==> src/rtl/mod_canon.sv <==
// Final canonicalisation stage: folds a 25-bit partially reduced residue into [0, P)
// and buffers the results in a 2-entry FIFO. Define MOD_CANON_STATS_EN to add corr_cnt.
module mod_canon #(
  parameter int              W = 24,
  parameter logic [W-1:0]    P = 24'd16777153
) (
  input  logic              clk,
  input  logic              rst,
  input  logic [24:0]       in_data,
  input  logic              in_valid,
  output logic              in_ready,
  output logic [W-1:0]      out_data,
  output logic              out_valid,
  input  logic              out_ready
`ifdef MOD_CANON_STATS_EN
  ,output logic [15:0]      corr_cnt
`endif
);

  typedef enum logic {IDLE, CORR} state_t;

  localparam logic signed [25:0] PX = 26'(P);

  state_t             state, state_next;
  logic signed [25:0] x, x_next;
  logic               push, pop;

  logic [W-1:0]       mem [2];
  logic               rd_ptr, wr_ptr;
  logic [1:0]         count;

  assign in_ready  = (state == IDLE) && (count < 2'd2);
  assign out_valid = (count != 2'd0);
  assign out_data  = mem[rd_ptr];
  assign pop       = out_valid && out_ready;

  always_ff @(posedge clk) begin
    if (rst) begin
      state <= IDLE;
      x     <= '0;
    end else begin
      state <= state_next;
      x     <= x_next;
    end
  end

  // A negative value needs P added, a value at or above P needs it subtracted;
  // once neither applies the residue is canonical and is handed to the FIFO.
  always_comb begin
    state_next = state;
    x_next     = x;
    push       = 1'b0;
    case (state)
      IDLE: begin
        if (in_valid && in_ready) begin
          x_next     = {in_data[24], in_data};
          state_next = CORR;
        end
      end
      CORR: begin
        if (x[25]) begin
          x_next = x + PX;
        end else if (x >= PX) begin
          x_next = x - PX;
        end else begin
          push       = 1'b1;
          state_next = IDLE;
        end
      end
      default: state_next = IDLE;
    endcase
  end

  // Admission only happens with a free slot, so a push never meets a full FIFO.
  always_ff @(posedge clk) begin
    if (rst) begin
      mem[0] <= '0;
      mem[1] <= '0;
      rd_ptr <= 1'b0;
      wr_ptr <= 1'b0;
      count  <= 2'd0;
    end else begin
      if (push) begin
        mem[wr_ptr] <= x[W-1:0];
        wr_ptr      <= ~wr_ptr;
      end
      if (pop) begin
        rd_ptr <= ~rd_ptr;
      end
      case ({push, pop})
        2'b10:   count <= count + 2'd1;
        2'b01:   count <= count - 2'd1;
        default: count <= count;
      endcase
    end
  end

`ifdef MOD_CANON_STATS_EN
  logic corr_step;
  assign corr_step = (state == CORR) && (x[25] || (x >= PX));

  always_ff @(posedge clk) begin
    if (rst) begin
      corr_cnt <= 16'd0;
    end else if (corr_step && (corr_cnt != 16'hFFFF)) begin
      corr_cnt <= corr_cnt + 16'd1;
    end
  end
`endif

endmodule

==> config.mk <==
export PLATFORM = sky130hd
export DESIGN_NAME = mod_canon
export DESIGN_NICKNAME = d
export VERILOG_FILES = /design/src/rtl/mod_canon.sv
export SDC_FILE = /design/constraint.sdc
export NUM_CORES = 1
export LEC_CHECK = 0
export ABC_AREA = 0
export CAP_MARGIN = 25
export CORE_ASPECT_RATIO = 1.2
export CORE_UTILIZATION = 50
export DETAILED_ROUTE_END_ITERATION = 6
export GPL_TIMING_DRIVEN = 0
export PLACE_DENSITY = 0.77
export SYNTH_ARGS = -nofsm -noshare
export SYNTH_HDL_FRONTEND = slang
export SYNTH_SLANG_ARGS = --single-unit
==> constraint.sdc <==
create_clock -name clk -period 4.7 [get_ports clk]
set_input_delay 0.705 -clock clk [delete_from_list [all_inputs] [get_ports clk]]
set_output_delay 0.705 -clock clk [all_outputs]
set_load 0.05 [all_outputs]
======== Word-level counts from Yosys, hierarchy flattened ========
Memory sizes are Yosys's and may differ from the RTL's. A register that Yosys moved wholly into a read port is not among the register bits.
Cells that the tools add are included.
W data, S select, Z words.
cells by class
  add/sub/neg operators ................... 4
  magnitude comparators ................... 2
  equality and inequality tests ........... 4
  muxes and demuxes ....................... 22
  bitwise logic cells ..................... 3
  reductions and logical operators ........ 7
operator list
  cell                      number
  $mux W26                  3
  $pmux W26 S2              1
  $add A26 B25 Y26 const B  1
  $ge A26 B25 Y1 const B    1
  $sub A26 B25 Y26 const B  1
  $mux W24                  1
  $reduce_or A24 Y1         1
  $mux W1                   15
  $pmux W2 S2               1
  $reduce_bool A2 Y1        2
  $logic_and A1 B1 Y1       3
  $ne A3 B1 Y1 const B      1
  $not A1 Y1                3
  $add A2 B1 Y2 const B     1
  $eq A2 B1 Y1 const B      1
  $eq A2 B2 Y1 const B      1
  $lt A2 B2 Y1 const B      1
  $ne A2 B1 Y1 const B      1
  $pmux W1 S2               1
  $reduce_and A2 Y1         1
  $sub A2 B1 Y2 const B     1
storage, ports and cells
  register bits after elaboration ......... 31
  bits in writable memories ............... 48
  input port bits ......................... 29
  output and inout bits ................... 26
  word-level logic and storage cells ...... 49
  memories ................................ 1
memory list
  name  depth  bits a word  read ports  clocked after Yosys merged registers in  wr ports  RTL line  RTL
  mem   2      24           1           1                                        2         28        logic [W-1:0] mem [2];

======== Logic depth before layout (Yosys ltp) ========
  depth after elaboration ................. 9
  gate-level depth with buffers ........... 11
  gate-level depth less buffers ........... 10

======== Worst setup path before layout ========
Ideal clock, no wire load.
  path type ............................... flip-flop to flip-flop
  from .................................... reg x[0]
  to ...................................... mem mem[0][0], enable pin
  setup time .............................. 410 ps
  arrival time ............................ 3090 ps
  required time ........................... 4290 ps
  setup slack ............................. 1199 ps
  stages on the path, launching flop included .. 9
  path buffers ............................ 1
  period minus slack after synthesis ...... 3501 ps
  path through ............................ dfxtp_1 inv_1 ha_1 or3b_1 or3_4 a31oi_4 nand3_2 buf_4 o21bai_1
RTL lines
  element                 RTL line  RTL
  start, declared         25        logic signed [25:0] x, x_next;
  start signal, assigned  43        x <= x_next;
  end, declared           28

==> impl_metrics.env <==
export IMPL_status="finished clean"
export IMPL_grt_busiest_layer="met2"
export IMPL_seq_area_frac_synth_pct=42.2
export IMPL_yosys_top_cells_area="edfxtp_1, dfxtp_1, and2_1, mux2_2, nand2_1"
export IMPL_power_mw=2.74
export IMPL_hpwl_um=10500
export IMPL_power_leakage_nw=2.07
export IMPL_slew_headroom_pct=28.0
export IMPL_fmax_ghz=0.283
export IMPL_synth_edf_count=48
export IMPL_worstPathCellList="clkdlybuf4s50_1, clkbuf_1, clkbuf_1, clkbuf_1, o21bai_2, buf_8"
export IMPL_synth_seq_cells=80
export IMPL_clock_latency_ns=0.35
export IMPL_antenna_found_initial=0
export IMPL_required_ns=4.74
export IMPL_io_pins=55
export IMPL_synth_most_common_cell="edfxtp_1"
export IMPL_rsz0062_at_grt="no"
export IMPL_worst_path_max_delay_cell="clkdlybuf4s50_1"
export IMPL_drv_slew=0
export IMPL_htree_levels=3
export IMPL_cpMostUsedCell="clkbuf_1"
export IMPL_crit_family="buffers and inverters"
export IMPL_ys_dominant_reg_cell="edfxtp_1"
export IMPL_synth_common_cells="edfxtp_1, and2_1, nand2_1"
export IMPL_use_met3_pct=6.24
export IMPL_ctsLongestPathBuffers=2
export IMPL_register_area_mm2=0.00208
export IMPL_grt_pass1_vias=4287
export IMPL_overflow=0
export IMPL_cts_made_buffers=9
export IMPL_gp_congestion=0.953
export IMPL_die_height_um=111
export IMPL_ir_drop_mv=0.220
export IMPL_viasPerCell=6.20
export IMPL_grtUsageMet1_pct=39.0
export IMPL_cts_resized_gates=0
export IMPL_drtIter0Drc=409
export IMPL_grt_usage_pct=29.8
export IMPL_synth_top_cell_area_share_pct=29.2
export IMPL_floorplan_initialDensity_pct=51.6
export IMPL_num_vias=4368
export IMPL_path_max_fanout=18
export IMPL_portBuffers=54
export IMPL_grt_pass1_wl_um=23100
export IMPL_cts_tree="yes"
export IMPL_cts_setup_buffers=0
export IMPL_synth_area_per_cell_um2=9.68
export IMPL_grt_start_max_net_pins=25
export IMPL_fin_crit_sh_pct=75.2
export IMPL_cp_start_kind="input pin"
export IMPL_holdWs_ns=0.516
export IMPL_finalSetupTns_ns=0
export IMPL_cts_num_sinks=80
export IMPL_dieArea_mm2=0.0103
export IMPL_multi_input_area_mm2=0.00262
export IMPL_dieWidth_um=92.7
export IMPL_diodes=0
export IMPL_ant_nets=0
export IMPL_hold_viol=0
export IMPL_drt_total_wl_um=14600
export IMPL_worstSetupEndpointType="register"
export IMPL_tightest_slew_ns=1.07
export IMPL_netlist_area_mm2=0.00494
export IMPL_rows=39
export IMPL_ys_async_sr_fraction_pct=0
export IMPL_grt_use_met2_pct=46.4
export IMPL_drv_cap=0
export IMPL_fin_crit_ns=3.54
export IMPL_cts_hold_buf=0
export IMPL_syn_nets=543
export IMPL_core_mm2=0.00956
export IMPL_min_path_type="reg2reg"
export IMPL_n_fill_cell=831
export IMPL_remaining_drc_errors=0
export IMPL_yosysWarnings=0
export IMPL_dr_pass1_iters=5
export IMPL_critical_path_class="in2reg"
export IMPL_critPathMaxStageDelay_ns=0.68
export IMPL_final_nets=609
export IMPL_setup_viol=0
export IMPL_layout_drive_gt1_share_pct=12.4
export IMPL_syn_inst=510
export IMPL_yosys_area_top_type="edfxtp_1"
export IMPL_ys_types=73
export IMPL_post_drt_wl_per_cell_um=20.8
export IMPL_areaGrowthSynthToFinish_pct=20.4
export IMPL_clk_pin_slew_ns=0.06
export IMPL_cp_buffers_inverters=5
export IMPL_power_density_mw_per_mm2=461
export IMPL_arrival_ns=3.58
export IMPL_root_buffer="clkbuf_16"
export IMPL_fin_skew_ns=0.00841
==> cell usage in the layout (no fill, tap or decap), types with 3 or more instances in the layout <==
cell and count:
a2111oi_0 5, a211o_1 3, a211oi_1 10, a21o_1 6, a21oi_1 29, a221o_1 6, a221oi_1 7, a22oi_1 3
a31oi_1 4, and2_1 45, and3_1 4, buf_1 3, buf_2 7, clkbuf_1 33, clkbuf_16 9, clkdlybuf4s50_1 54
clkinv_1 3, dfxtp_1 32, edfxtp_1 48, ha_1 4, inv_1 8, mux2_2 24, nand2_1 44, nand3_1 14
nand3b_1 7, nand4_1 13, nor2_1 26, nor2b_1 3, nor4_1 9, o21ai_0 10, o31ai_1 6, o41ai_1 4
or2_2 4, or3_1 3, or4_1 6, xnor2_1 16, xor2_1 10
==> state kept, by name, indices dropped and copies added, names as in the netlist, named ones only <==
name	flops
mem	48
x	26
count	2
rd_ptr	1
state	1
wr_ptr	1
==> cell families after synthesis <==
logic type               Yosys count  synth area share, %
AO/OA/AOI/OAI                    119                 18.8
XOR/XNOR                          26                 4.61
adder cells (fa/ha/maj)            4                 1.01
buffers and inverters             56                 4.74
flip-flops                        80                 42.2
multiplexers                      26                 5.88
AND/OR/NAND/NOR                  199                 22.8
==> report_power, final <==
group          internal, mW  total [mW]  switching (mW)
clock                 0.412       0.709           0.297
sequential            0.828       0.878          0.0504
combinational         0.409        1.15           0.743
total                  1.65        2.74            1.09
==> worst reg2reg max path: cells and delay by family (launching register included) <==
kind                       cells  cell delay [ns]
adders and majority gates      1             0.23
and+or+nand+nor                5             2.08
AOI/OAI and AO/OA              1             0.35
DFF                            1             0.38
buffers and inverters          1             0.13
==> per-stage QoR <==
stage	instances	instance area, um2	setup WS (ns)	util (%)
2_1_floorplan	510	4940	1.20	-
3_3_place_gp	687	5630	0.360	58.9
3_5_place_dp	688	5650	0.881	59.1
4_1_cts	704	5940	1.24	62.1
5_1_grt	704	5940	1.05	62.1
6_report	704	5940	1.16	62.1
==> final timing paths <==
path	from	endpoint	slack, ns	depth (start not counted)
worst max-delay path	rst	mem[0][14]$_SDFFCE_PN0P_	1.16	6
worst min-delay path	rd_ptr$_SDFFE_PP0P_	register	0.52	2
worst max register to register	x[0]$_SDFFE_PP0P_	mem[1][2]$_SDFFCE_PN0P_	1.16	8
worst min register to register	rd_ptr$_SDFFE_PP0P_	register	0.52	2
==> layer usage <==
layer | part of all wire, % | up-vias | routed length, um
met5 | 0 | - | 0
met1 | 42 | 2080 | 6080
met3 | 7.0 | 47 | 1030
met2 | 48 | 206 | 6970
li1 | - | 2035 | -
met4 | 3.8 | 0 | 563
==> final cells by class <==
cell class	count	share of cell area [%]
Multi-Input combinational cell	374	44.1
Timing Repair Buffer	55	9.35
Tap cell	123	2.59
Clock buffer	9	3.79
Buffer	46	3.31
Sequential cell	80	35.0
Inverter	10	0.632
Clock inverter	7	1.16
(Power assumes the default switching activity.)
==> patch, RTL diff (config.mk and constraints unchanged) <==
The option `MOD_CANON_STATS_EN` is turned on by a define.
--- a/src/rtl/mod_canon.sv
+++ b/src/rtl/mod_canon.sv
@@ -1,4 +1,6 @@
 // Final canonicalisation stage: folds a 25-bit partially reduced residue into [0, P)
 // and buffers the results in a 2-entry FIFO. Define MOD_CANON_STATS_EN to add corr_cnt.
+`define MOD_CANON_STATS_EN
+
 module mod_canon #(
   parameter int              W = 24,
Function (old outputs only; new: corr_cnt): kept (equiv_simple and equiv_induct, registers matched by name and starting in step).
==> patch against the original RTL <==
- global-route usage rose by 0.39 points
- wire length rose by 16%
- die area rose by 13%
- final cell count rose by 16%
- largest cell class unchanged
- synthesized cell count rose by 17%
- cell area rose by 14%
- area after synthesis rose by 14%
- highest routed layer unchanged
- setup slack improved by 0.23 ns
- worst hold slack improved by 0.0091 ns
- via count rose by 16%
- sequential cell count rose by 16
- critical path depth rose by 2
- total power rose by 5.5%
==> patch: results (changes against the original RTL) <==
Met3 Wirelength=850 um (was 1.03 mm); Worst slew margin=0.437 (was 0.280); outcome=finished clean (unchanged); cell area after placement=0.00648 sq mm (was 0.00565 sq mm); Total GRT Usage=0.301 (was 0.298); post-detail-place hpwl=12.7 mm (was 10.5 mm); top flop regs=mem: 48 flops, x: 26 flops, corr_cnt: 16 flops (was mem: 48 flops, x: 26 flops, count: 2 flops); DR WL/cell=20.8 um (about the same); Fillers=972 (was 831); post-CTS resize count=0 (unchanged); Clock Latency Late Sink=0.35 ns (about the same); first-pass GRT wire length=26.7 mm (was 23.1 mm); Pleak=2.44 nW (was 2.07 nW); # H-tree levels=3 (unchanged); GPL Wtd Cong=0.941 (was 0.953); met2 WL post-DR=8.10 mm (was 6.97 mm); initial antenna violation count=0 (unchanged); VDD IR max=0.185 mV (was 0.220 mV); DR pass1 iterations=5 (unchanged); type of the most critical hold path=flop to flop (unchanged); worst-path fanout max=24 (was 18); clk slew on worst S/H paths=0.07 ns; largest net degree at the start of global routing=25 (unchanged); Setup Skew=0.0111 ns (was 0.00841 ns); async set or reset register ratio after synthesis=0 (unchanged); top cells by count, synth=dfxtp_1, edfxtp_1, nor2_1 (was edfxtp_1, and2_1, nand2_1); metal1 wirelength=7.12 mm (was 6.08 mm); unique cell type count in the Yosys netlist=71 (was 73); Synth area leaders=edfxtp_1, dfxtp_1, mux2_2 (was edfxtp_1, dfxtp_1, and2_1); vias in the first global route=5097 (was 4287); YS warnings=0 (unchanged); Clock Root Buffer=clkbuf_16 (unchanged); sequential area share after synthesis=0.429 (was 0.422); post-DR vias/cell=6.23 (was 6.20); Critical Path AT=3.29 ns (was 3.58 ns); DRT iter0 DRCs=391 (was 409); syn nets=631 (was 543); Nets=712 (was 609); IO Port Bufs=69 (was 54); Post-synth EDFFs=48 (unchanged); CTS max path bufs=2 (unchanged); share of post-route cells with drive strength above 1=0.123 (was 0.124); CTS buffer count=9 (unchanged); Setup Buffers After CTS=0 (unchanged); uppermost layer routed=met4 (unchanged); antenna cells=0 (unchanged)
==> patch: cells by family after synthesis <==
logic type / share of synthesized area
compound gates: 0.149
xor+xnor: 0.0657
fa+ha+maj: 0.0112
buf+inv: 0.0507
flops: 0.429
mux: 0.0543
simple gates: 0.240
==> patch: through the flow <==
| stage | cells | hold slack (ns) | power (mW) | worst slack (ns) | setup TNS [ns] |
|---|---|---|---|---|---|
| after floorplan | 597 | 0.480 | 1.83 | 0.709 | 0 |
| after global placement | 798 | 0.482 | 2.15 | -0.448 | -10.71 |
| after detailed placement | 799 | 0.513 | 2.17 | 1.39 | 0 |
| after CTS | 815 | 0.525 | 2.88 | 1.37 | 0 |
| after global routing | 815 | 0.566 | 3.01 | 1.12 | 0 |
| final | 815 | 0.525 | 2.89 | 1.40 | 0 |
==> patch: worst paths after layout <==
| check | cells past startpoint | slack (ns) | to | from |
|---|---|---|---|---|
| min | 2 | 0.53 | flop | rd_ptr |
| min reg2reg | 2 | 0.53 | flop | rd_ptr |
| max reg2reg | 8 | 1.40 | mem[1][18] | x[1] |
| max | 8 | 1.40 | mem[1][18] | x[1] |
==> patch: area by class of cell <==
class | instances | area [sq um] | area share
multi-input combinational | 433 | 2920 | 0.432
sequential | 96 | 2400 | 0.355
timing repair buffer | 70 | 706 | 0.104
clock buffer | 9 | 225 | 0.0333
buffer | 52 | 224 | 0.0331
tap | 132 | 165 | 0.0244
clock inverter | 7 | 61.3 | 0.00906
inverter | 16 | 60.1 | 0.00888
==> patch: critical path: stages (launching register included) <==
cell and delay (ns):
dfxtp_1 0.33, clkbuf_1 0.35, inv_1 0.18, ha_1 0.25, nor3_2 0.30, o31a_1 0.31, nand2_1 0.18, nor3b_2 0.44
or2_2 0.58
==> patch: power breakdown <==
group	internal (mW)	switching [mW]	leakage (nW)
Clock	0.372	0.350	0.141
Combinational	0.410	0.749	1.40
Sequential	0.959	0.0493	0.892
==> patch: routing by layer <==
layer,up-vias,track usage
li1,2367,-
met1,2432,0.371
met2,225,0.502
met3,55,0.0344
met4,0,0.188
met5,-,0
